<file path="config.mk">
export PLATFORM = sky130hd
export DESIGN_NAME = formula_out_buf
export DESIGN_NICKNAME = d
export VERILOG_FILES = /design/src/rtl/formula_pkg.sv /design/src/rtl/formula_out_fifo_mem.sv /design/src/rtl/formula_out_buf.sv
export SDC_FILE = /design/constraint.sdc
export NUM_CORES = 1
export LEC_CHECK = 0
export BUFFER_PORTS_ARGS = -buffer_cell sky130_fd_sc_hd__buf_2
export CAP_MARGIN = 5
export CORE_MARGIN = 2
export CORE_UTILIZATION = 60
export CTS_CLUSTER_SIZE = 20
export DETAILED_ROUTE_END_ITERATION = 16
export PLACE_DENSITY = 0.8
export REMOVE_ABC_BUFFERS = 1
export SYNTH_ARGS = -nofsm -noshare
export SYNTH_HDL_FRONTEND = slang
export SYNTH_SLANG_ARGS = --single-unit
</file>
<file path="constraint.sdc">
create_clock -name clk -period 6.8 [get_ports clk]
set_clock_uncertainty 0.15 [all_clocks]
set_input_delay 1.36 -clock clk [delete_from_list [all_inputs] [get_ports clk]]
set_output_delay 1.36 -clock clk [all_outputs]
set_load 0.03 [all_outputs]
</file>
<file path="src/rtl/formula_pkg.sv">
// Shared widths and result type for the formula pipeline and its output buffer.
package formula_pkg;

  localparam int def_width = 8;

  function automatic int result_width(input int w);
    return 2 * w + 6;
  endfunction

  localparam int def_width_out = result_width(def_width);

  typedef logic signed [def_width_out-1:0] result_t;

endpackage

</file>
<file path="src/rtl/formula_out_fifo_mem.sv">
// Result storage for formula_out_buf: one synchronous write port, one asynchronous read port.
module formula_out_fifo_mem
  import formula_pkg::*;
#(
  parameter int depth     = 8,
  parameter int width_out = def_width_out,
  parameter int aw        = $clog2(depth)
) (
  input  logic                 clk,
  input  logic                 we,
  input  logic [aw-1:0]        waddr,
  input  logic [width_out-1:0] wdata,
  input  logic [aw-1:0]        raddr,
  output logic [width_out-1:0] rdata
);

  logic [width_out-1:0] mem [depth];

  // NOTE: storage has no reset; valid entries are tracked by the pointers, so clearing it only costs logic.
  always_ff @(posedge clk) begin
    if (we) mem[waddr] <= wdata;
  end

  assign rdata = mem[raddr];

endmodule

</file>
<file path="src/rtl/formula_out_buf.sv">
// In-order result buffer behind the formula pipeline with credit-based upstream flow control.
module formula_out_buf
  import formula_pkg::*;
#(
  parameter int width     = def_width,
  parameter int width_out = result_width(width),
  parameter int depth     = 8,
  parameter int cnt_w     = $clog2(depth + 1)
) (
  input  logic                        clk,
  input  logic                        rst,
  input  logic                        issue_vld,
  input  logic                        in_vld,
  input  logic signed [width_out-1:0] in_q,
  output logic                        ready_up,
  output logic                        out_vld,
  input  logic                        out_rdy,
  output logic signed [width_out-1:0] out_q,
  output logic [cnt_w-1:0]            level,
  input  logic                        ovf_clr,
  output logic                        ovf,
  output logic                        proto_err
);

  localparam int aw = $clog2(depth);

  typedef logic [aw:0] ptr_t;

  localparam logic [cnt_w-1:0] depth_c = cnt_w'(depth);
  localparam logic [cnt_w-1:0] cnt_one = cnt_w'(1);
  localparam ptr_t             ptr_one = ptr_t'(1);

  ptr_t                 wr_ptr, rd_ptr;
  logic [cnt_w-1:0]     level_q, inflight;
  logic                 ovf_q, proto_err_q;
  logic [width_out-1:0] rd_data;

  logic             full, empty, pop, push_ok, drop, proto_set;
  logic [cnt_w:0]   committed;

  // Every issued op owns a slot either in the FIFO or in the pipeline; the sum is kept one bit wider.
  assign committed = {1'b0, level_q} + {1'b0, inflight};
  assign full      = (level_q == depth_c);
  assign empty     = (level_q == '0);

  assign ready_up  = !rst && (committed < {1'b0, depth_c});
  assign out_vld   = !rst && !empty;
  assign out_q     = out_vld ? rd_data : '0;

  assign pop       = out_vld && out_rdy;
  // A pop in the same cycle frees the slot, so a full FIFO can still accept the push.
  assign push_ok   = in_vld && (!full || pop);
  assign drop      = in_vld && full && !pop;
  assign proto_set = (in_vld && inflight == '0) || (issue_vld && !ready_up);

  formula_out_fifo_mem #(
    .depth     (depth),
    .width_out (width_out),
    .aw        (aw)
  ) u_mem (
    .clk   (clk),
    .we    (push_ok && !rst),
    .waddr (wr_ptr[aw-1:0]),
    .wdata (in_q),
    .raddr (rd_ptr[aw-1:0]),
    .rdata (rd_data)
  );

  // NOTE: all state updates use non-blocking assignments so every register sees pre-edge values.
  always_ff @(posedge clk) begin
    if (rst) begin
      wr_ptr      <= '0;
      rd_ptr      <= '0;
      level_q     <= '0;
      inflight    <= '0;
      ovf_q       <= 1'b0;
      proto_err_q <= 1'b0;
    end else begin
      if (push_ok) wr_ptr <= wr_ptr + ptr_one;
      if (pop)     rd_ptr <= rd_ptr + ptr_one;

      case ({push_ok, pop})
        2'b10:   level_q <= level_q + cnt_one;
        2'b01:   level_q <= level_q - cnt_one;
        default: level_q <= level_q;
      endcase

      // Issue and return in the same cycle cancel; the counter clamps at both ends.
      case ({issue_vld, in_vld})
        2'b10:   if (inflight != depth_c) inflight <= inflight + cnt_one;
        2'b01:   if (inflight != '0)      inflight <= inflight - cnt_one;
        default: inflight <= inflight;
      endcase

      ovf_q       <= drop      || (ovf_q       && !ovf_clr);
      proto_err_q <= proto_set || (proto_err_q && !ovf_clr);
    end
  end

  assign level     = level_q;
  assign ovf       = ovf_q;
  assign proto_err = proto_err_q;

endmodule
</file>
==> flow_metrics.py, run 1 <==
metrics = {
    "power_and_ir_drop": {
        "worst_ir_drop_vdd_mv": 0.197,
        "totalPowerFinal_mw": 2.88,
        "powerDensity_nw_per_um2": 323,
        "p_leak_nw": 2.96,
    },
    "clocking": {
        "ctsResizeCount": 0,
        "h-tree-depth": 4,
        "cts_tree": "built",
        "path_clk_slew_ns": 0.06,
        "cts_setup_buffers": 0,
        "clock_latency_ns": 0.43,
        "cts_num_sinks": 195,
        "cts-hold-fix-buffers": 0,
        "ctsRootBufferMaster": "clkbuf_16",
        "clockBufferDepth": 2,
        "cts_buffers": 17,
    },
    "worst_setup_path": {
        "start_kind": "input pin",
        "crit_type": "input pin to output pin",
        "cp_max_fo": 32,
        "crit_required_ns": 5.29,
        "crit_path_end_kind": "output pin",
        "cp.arrival_ns": 3.09,
    },
    "routing": {
        "drt.antenna.violating_nets": 0,
        "totalWireLength_microns": 14500,
        "wirelength_met1_microns": 5740,
        "top_layer": "met4",
        "met2_length_microns": 7570,
        "drtIter0Drc": 306,
        "via_per_inst": 5.93,
        "drt_first_pass_iters": 4,
        "vias": 3976,
        "drcViolationCount": 0,
        "wire_per_inst_microns": 21.6,
        "wl_met3_microns": 926,
    },
    "floorplan": {
        "die_h_microns": 118,
        "die_w_microns": 118,
        "core_sq_um": 12700,
        "dieArea_sq_um": 14000,
        "rows": 41,
        "io_pins": 58,
        "start_util_pct": 61.7,
    },
    "sta": {
        "hold_viol": 0,
        "drv_slew": 0,
        "whs_ns": 0.303,
        "maxSlewHeadroom_pct": 26.6,
        "period_share_pct": 67.7,
        "period_needed_ns": 4.60,
        "tns_ns": 0,
        "worstMarginPinSlew_ns": 1.10,
        "max_freq_ghz": 0.217,
        "setup_viol": 0,
        "grt_setup_unrepaired": "false",
    },
    "synthesis": {
        "yosysSeqAreaShare_pct": 72.5,
        "synthArstFlopShare_pct": 0,
        "synth_ff_type": "edfxtp_1",
        "synth_cell_types": 44,
        "yosysTopAreaCellShare_pct": 67.6,
        "syn_inst": 418,
        "syn_area_sq_um": 7810,
        "synth_top_cell_by_area": "edfxtp_1",
        "ys_ff_latch": 195,
        "synth.area.top_cells": "edfxtp_1 68%, mux4_2 13%, dfxtp_1 4.9%",
        "synth_edf_count": 176,
        "syn_avg_cell_area_sq_um": 18.7,
        "yosys_warnings": 0,
    },
    "cells_and_area": {
        "fin_area_sq_um": 8910,
        "layout.cells.non_filler": 670,
        "antennaDiodeCount": 0,
        "final_net_count": 524,
        "drive_above_1_share_pct": 31.3,
        "area_growth_syn_to_layout_pct": 14.0,
    },
    "placement": {
        "hpwl_microns": 8380,
        "dp.cells": 638,
        "finalWeightedCongestion": 0.788,
        "io_buffers": 57,
        "place_area_sq_um": 8340,
    },
    "status": {
        "status": "finished, final reports clean",
    },
    "grt": {
        "grt_max_degree": 45,
        "overflow": 0,
        "grtUsageTotal_pct": 22.1,
        "grt_antenna_before_repair": 0,
        "grt_pass1_vias": 4078,
        "grt_pass1_wl_microns": 22700,
    },
    "min_path": {
        "hold_path.class": "flop to flop",
    },
    "run": {
        "maxCapViolCount": 0,
    },
}
layer usage:
metal | vias to the layer above | track usage [%]
met4 | 0 | 7.08
met5 | - | 0
met2 | 132 | 37.5
li1 | 1799 | -
met1 | 2024 | 29.0
met3 | 21 | 4.51
cell type report:
type                            count  area (sq um)
Sequential cell                   195          5670
Fill cell                         790          3760
Multi-Input combinational cell    194          2060
Clock buffer                       21           440
Timing Repair Buffer               68           368
Tap cell                          172           215
Clock inverter                     11           126
Inverter                            9          33.8
synth_stat cells (4+ instances only):
cell type,instances
edfxtp_1,176
clkbuf_1,9
nor2_1,39
nand2_1,8
a21oi_1,8
inv_1,8
buf_2,8
mux4_2,44
nand2b_1,4
nor4_1,4
ha_1,10
nor3_1,11
dfxtp_1,19
xnor2_1,5
mux2i_1,24
placed cells by master (no fill, tap or decap), types with 2 or more instances in the layout:
cell and instances:
xnor2_1 5, nand3b_1 2, nor2_2 6, mux4_2 44
clkinvlp_4 2, clkinv_2 2, buf_4 11, nand2b_1 4
nor4_2 2, dfxtp_1 17, a21oi_1 8, nor2_1 33
bufinv_16 2, nor2b_1 2, a32oi_1 2, inv_6 3
nand4_1 3, edfxtp_1 176, ha_1 10, clkbuf_16 17
or3_1 3, o21ai_0 2, nor3_1 11, inv_1 8
mux2i_1 24, nand2_1 8, nand3_1 2, nor4_1 2
dfxtp_2 2, clkbuf_1 4, o31ai_1 2, buf_2 57
critical path, stage by stage:
cell and delay (ns):
buf_2 0.43, or2_1 0.92, nor2_1 0.14, buf_2 0.23
worst paths after layout:
kind | slack (ns) | end | from | cells after the start
worst max-delay path | 2.20 | out_q[14] | rst | 4
worst min-delay path | 0.30 | ovf | ovf | 2
worst max register to register | 3.82 | u_mem.mem[0][11] | level[1] | 5
worst min register to register | 0.30 | ovf | ovf | 2
where the power goes:
group,switching (mW),total [mW],internal (mW)
logic,0.304,0.519,0.214
registers,0.0628,1.40,1.34
clock network,0.418,0.963,0.545
registers in the layout, indices dropped and copies added (netlist names), named ones only:
name and count:
ovf 1, level 4, wr_ptr 3, inflight 4, u_mem.mem 176, proto_err 1
rd_ptr 3
cell families (layout without fill, tap and decap cells):
group | Yosys count | count (layout) | synth area share, %
DFF | 195 | 195 | 72.5
and+or+nand+nor | 87 | 87 | 5.65
muxes | 70 | 70 | 16.0
buffers and inverters | 29 | 109 | 1.52
AOI/OAI and AO/OA | 21 | 21 | 1.87
adders and majority gates | 11 | 11 | 1.86
xor gates and xnor gates | 5 | 5 | 0.560
through the flow:
stage,setup WS (ns),util (%)
floorplan,2.01,-
global placement,2.22,65.8
detailed placement,2.17,65.8
CTS,2.16,70.3
global route,1.94,70.3
finish,2.20,70.3
(Power assumes the default switching activity.)
==> run 2: changes to the inputs <==
Settings changed: ABC_AREA from default to 1, CORE_UTILIZATION 60 to 54, PLACE_DENSITY 0.8 to 0.76.
Clock period 6.8 ns to 4.06 ns, I/O delays scaled along.
==> run 2 against run 1 <==
First-iteration DRC count grew 82%. Synthesized area is 1.5% higher. Design area increased by 1.1%. Via count increased by 32%. Synthesized cell count is 57% higher. Combinational power barely moved. Sequential cell count stayed put. Count of clock-buffer cells in the layout is 1 higher. Register-to-register slack worse by 2.3 ns. Cell count increased by 36%. Hold slack worse by 0.0027 ns. Non-clock buffer count up 5.
==> flow_metrics.py, run 2 <==
metrics = {
    "grt": {
        "overflow": 0,
        "grt_pass1_wl_microns": 26000,
        "grt_max_degree": 52,
        "grt_antenna_before_repair": 0,
        "grt_pass1_vias": 5099,
        "grtUsageTotal_pct": 21.3,
    },
    "synthesis": {
        "ys_top_cells_by_count": "176 x edfxtp_1, 150 x nor2_1, 110 x o21ai_0",
        "ys_ff_latch": 195,
        "synth.area.top_cells": "edfxtp_1 67%, nor2_1 7.1%, o21ai_0 6.9%",
        "synth_edf_count": 176,
        "synth_top_cell_by_area": "edfxtp_1",
        "yosysSeqAreaShare_pct": 71.4,
        "syn_avg_cell_area_sq_um": 12.1,
        "syn_inst": 657,
        "synth_ff_type": "edfxtp_1",
        "synth_most_common_cell": "edfxtp_1",
        "synth_cell_types": 33,
        "yosys_warnings": 0,
        "yosysTopAreaCellShare_pct": 66.6,
        "synthArstFlopShare_pct": 0,
        "syn_area_sq_um": 7930,
    },
    "placement": {
        "hpwl_microns": 9450,
        "io_buffers": 57,
        "finalWeightedCongestion": 0.796,
        "dp_slack_ns": 0.962,
        "dp.cells": 878,
    },
    "routing": {
        "wire_per_inst_microns": 17.9,
        "wirelength_met1_microns": 6790,
        "vias": 5256,
        "met2_length_microns": 8130,
        "drt.antenna.violating_nets": 0,
        "drt_first_pass_iters": 5,
        "via_per_inst": 5.78,
        "wl_met3_microns": 1010,
        "top_layer": "met4",
        "drcViolationCount": 0,
        "drtIter0Drc": 557,
        "totalWireLength_microns": 16300,
    },
    "power_and_ir_drop": {
        "switchingPower_mw": 1.08,
        "seqPwrFrac_pct": 52.1,
        "pwr-share-comb_pct": 12.0,
        "p_leak_nw": 3.22,
        "powerDensity_nw_per_um2": 483,
        "p_int_mw": 3.28,
        "worst_ir_drop_vdd_mv": 0.296,
        "netSwitchingFraction_pct": 24.7,
        "clock_power_share_pct": 35.9,
    },
    "clocking": {
        "h-tree-depth": 4,
        "ctsRootBufferMaster": "clkbuf_16",
        "cts_num_sinks": 195,
        "cts-hold-fix-buffers": 0,
        "path_clk_slew_ns": 0.07,
        "clockBufferDepth": 2,
        "ctsResizeCount": 0,
        "cts_tree": "built",
        "cts_buffers": 17,
        "clock_latency_ns": 0.43,
        "cts_setup_buffers": 0,
    },
    "status": {
        "status": "finished, final reports clean",
    },
    "sta": {
        "tns_ns": 0,
        "period_share_pct": 86.0,
        "grt_setup_unrepaired": "false",
        "worstMarginPinSlew_ns": 0.795,
        "setup_viol": 0,
        "drv_slew": 0,
        "worst_slack_ns": 0.568,
        "hold_viol": 0,
        "period_needed_ns": 3.49,
        "max_freq_ghz": 0.286,
        "maxSlewHeadroom_pct": 46.9,
    },
    "worst_setup_path": {
        "start_kind": "flop",
        "crit_required_ns": 3.10,
        "crit_path_end_kind": "output pin",
        "regToRegSetupSlack_ns": 1.50,
        "crit_type": "flop to output pin",
        "ff2ff_path_depth": 9,
        "cp_max_fo": 50,
        "crit_path_end": "out_q[7]",
        "cp.arrival_ns": 2.53,
        "timing.rr.start": "level[3]",
        "timing.rr.end": "u_mem.mem[2][15]",
    },
    "floorplan": {
        "rows": 44,
        "die_h_microns": 125,
        "dieArea_sq_um": 15700,
        "start_util_pct": 55.0,
        "core_sq_um": 14400,
        "die_w_microns": 125,
        "io_pins": 58,
    },
    "cells_and_area": {
        "final_cell_mix": "176 x edfxtp_1, 146 x nor2_1, 110 x o21ai_0",
        "final_common_cell": "edfxtp_1",
        "area_growth_syn_to_layout_pct": 13.5,
        "largest_reg_flops": 176,
        "final_net_count": 752,
        "fillers": 1078,
        "layout.cells.non_filler": 910,
        "antennaDiodeCount": 0,
        "regArea_sq_um": 5670,
        "multiInputGateArea_sq_um": 2020,
        "top_register": "u_mem.mem",
        "drive_above_1_share_pct": 17.1,
    },
    "run": {
        "maxCapViolCount": 0,
    },
    "min_path": {
        "hold_path.class": "flop to flop",
    },
}
## run 2: worst min-delay path by stage
stage	from	end	slack (ns)	depth (start not counted)
3_3_place_gp	rd_ptr[2]	rd_ptr[2]	0.28	1
3_5_place_dp	rd_ptr[2]	flop	0.28	1
5_1_grt	rd_ptr[2]	rd_ptr[2]	0.33	1
2_1_floorplan	rd_ptr[2]	flop	0.26	1
6_report	rd_ptr[2]	rd_ptr[2]	0.30	1
4_1_cts	rd_ptr[2]	rd_ptr[2]	0.30	1
## run 2: power groups by stage
| stage | Combinational [mW] | Clock (mW) | Sequential (mW) |
|---|---|---|---|
| floorplan | 0.308 | 0 | 2.33 |
| global placement | 0.503 | 0 | 2.31 |
| detailed placement | 0.523 | 0 | 2.31 |
| CTS | 0.525 | 1.59 | 2.27 |
| global route | 0.582 | 1.67 | 2.27 |
| finish | 0.522 | 1.56 | 2.27 |
## run 2: cell type report
class,instances,area share [%]
clock buffer,22,5.26
clock inverter,10,0.917
inverter,26,1.14
multi-input combinational,400,22.4
sequential,195,62.9
tap,184,2.56
timing repair buffer,73,4.78
## run 2: cell families (layout without fill, tap and decap cells)
family,count (synthesis),count (layout),synth area share [%]
buf+inv,62,131,3.50
fa+ha+maj,11,11,1.83
simple gates,206,206,10.8
compound gates,179,179,12.1
xor+xnor,4,4,0.442
flops,195,195,71.4
## run 2: metrics by stage
stage	util [%]	hold slack (ns)	cell area [sq um]	power, mW
floorplan	-	0.262	7760	2.64
global placement	58.6	0.276	8450	2.81
detailed placement	58.6	0.284	8450	2.83
CTS	62.4	0.300	9010	4.38
global route	62.4	0.332	9010	4.52
finish	62.4	0.300	9010	4.35
## run 2: critical path: stages, from the launching register on
cell and delay (ns):
dfxtp_2 0.50, clkinv_2 0.47, buf_12 0.36, o21ai_0 0.17
o22ai_1 0.09, o21ai_0 0.15, a31oi_1 0.10, buf_2 0.26
## run 2: layer usage
metal	vias up	global-route usage, %
met5	-	0
met4	0	9.28
met3	29	4.88
met2	185	35.3
met1	2563	27.3
li1	2479	-
==> run 3: changes to the inputs <==
Settings changed: CELL_PAD_IN_SITES_DETAIL_PLACEMENT from default to 0, CELL_PAD_IN_SITES_GLOBAL_PLACEMENT from default to 1, CORE_UTILIZATION 54 to 44, PLACE_DENSITY 0.76 to default, PLACE_DENSITY_LB_ADDON from default to 0.1.
==> run 3 against run 2 <==
Clock power increased by 6%. Sequential power about the same. Routed wire length increased by 5.8%. Core utilization decreased by 12 points. Critical path type unchanged. Critical path depth decreased by 1. Design area increased by 0.76%. Register-to-register slack improved by 0.09 ns. Combinational power about the same. Largest cell class unchanged. Largest power group unchanged. Cell count increased by 5.1%. Critical endpoint is now out_q[13]. Via count decreased by 3.6%. Sequential cell count unchanged. Count of clock-buffer cells in the layout decreased by 4.
==> flow_metrics.py, run 3 (synthesis gave the netlist of run 2 again) <==
metrics = {
    "cells_and_area": {
        "final_net_count": 753,
        "largest_reg_flops": 176,
        "drive_above_1_share_pct": 16.8,
        "top_register": "u_mem.mem",
        "final_common_cell": "edfxtp_1",
        "area_growth_syn_to_layout_pct": 14.4,
        "final_cell_mix": "176 x edfxtp_1, 146 x nor2_1, 110 x o21ai_0",
        "antennaDiodeCount": 0,
    },
    "grt": {
        "overflow": 0,
        "grt_pass1_vias": 4876,
        "grt_max_degree": 89,
        "grt_pass1_wl_microns": 27000,
        "grt_antenna_before_repair": 1,
        "grtUsageTotal_pct": 18.5,
    },
    "floorplan": {
        "core_sq_um": 17800,
        "io_pins": 58,
        "die_h_microns": 138,
        "rows": 49,
        "start_util_pct": 44.5,
        "die_w_microns": 138,
        "dieArea_sq_um": 19100,
    },
    "routing": {
        "drtIter0Drc": 354,
        "via_per_inst": 5.30,
        "drt_first_pass_iters": 4,
        "drcViolationCount": 0,
        "vias": 5069,
        "drt.antenna.violating_nets": 0,
        "totalWireLength_microns": 17300,
        "wire_per_inst_microns": 18.0,
    },
    "placement": {
        "hpwl_microns": 9640,
        "dp_slack_ns": 0.885,
        "io_buffers": 57,
        "finalWeightedCongestion": 0.763,
    },
    "sta": {
        "worstMarginPinSlew_ns": 0.949,
        "period_needed_ns": 3.48,
        "setup_viol": 0,
        "grt_setup_unrepaired": "false",
        "whs_ns": 0.296,
        "worst_slack_ns": 0.580,
        "max_freq_ghz": 0.287,
        "maxSlewHeadroom_pct": 36.8,
        "drv_slew": 0,
        "period_share_pct": 85.7,
        "tns_ns": 0,
        "hold_viol": 0,
    },
    "min_path": {
        "hold_path.class": "flop to flop",
    },
    "clocking": {
        "path_clk_slew_ns": 0.07,
        "h-tree-depth": 4,
        "cts_num_sinks": 195,
        "ctsResizeCount": 0,
        "cts_tree": "built",
        "ctsRootBufferMaster": "clkbuf_16",
        "clock_latency_ns": 0.42,
        "clockBufferDepth": 2,
        "cts_setup_buffers": 0,
        "cts-hold-fix-buffers": 0,
        "cts_buffers": 17,
    },
    "worst_setup_path": {
        "crit_path_end_kind": "output pin",
        "critPathSlowestCell": "buf_4",
        "path_cells": "buf_4 > o21ai_0 > o22ai_1 > o21ai_1 > a31oi_1 > buf_2",
        "crit_buf_inv": 2,
        "cp_max_fo": 88,
        "crit_type": "flop to output pin",
        "start_kind": "flop",
        "slowest_delay_ns": 0.68,
        "crit_required_ns": 3.10,
        "cp.arrival_ns": 2.52,
        "crit_family": "buffers and inverters",
    },
    "run": {
        "maxCapViolCount": 0,
    },
    "power_and_ir_drop": {
        "totalPowerFinal_mw": 4.45,
        "worst_ir_drop_vdd_mv": 0.290,
        "p_leak_nw": 3.21,
        "powerDensity_nw_per_um2": 490,
    },
    "status": {
        "status": "finished, final reports clean",
    },
}
-- run 3: per-layer routing --
metal	share of wire [%]	wire length (microns)	GRT usage (%)
met5	0.075	13	0
met4	0.88	151	5.75
met3	4.1	714	3.67
met2	49	8510	30.9
met1	46	7870	24.6
-- run 3: cell type report --
type	count	area, sq um
timing repair buffer	74	413
tap	229	287
multi-input combinational	400	2020
sequential	195	5670
clock buffer	18	429
inverter	26	103
clock inverter	14	158
fill	1574	8760
-- run 3: per-stage QoR --
step | instance area (sq um) | utilization, % | std cells
detailed placement | 8490 | 47.6 | 924
global placement | 8490 | 47.6 | 924
floorplan | 7760 | - | 621
finish | 9080 | 50.9 | 956
CTS | 9080 | 50.9 | 956
global route | 9080 | 50.9 | 956
-- run 3: final timing paths --
check             startpoint               end  slack, ns  depth (start not counted)
setup / recovery        flop         out_q[13]       0.58                          6
hold / removal     rd_ptr[2]         rd_ptr[2]       0.30                          1
setup reg to reg    level[0]  u_mem.mem[3][10]       1.59                          9
hold reg to reg    rd_ptr[2]         rd_ptr[2]       0.30                          1
-- run 3: power by group --
group / switching (mW) / internal (mW) / leakage [nW]
Combinational: 0.372 / 0.152 / 1.19
Clock: 0.696 / 0.964 / 0.275
Sequential: 0.0296 / 2.23 / 1.75
Total: 1.10 / 3.35 / 3.21
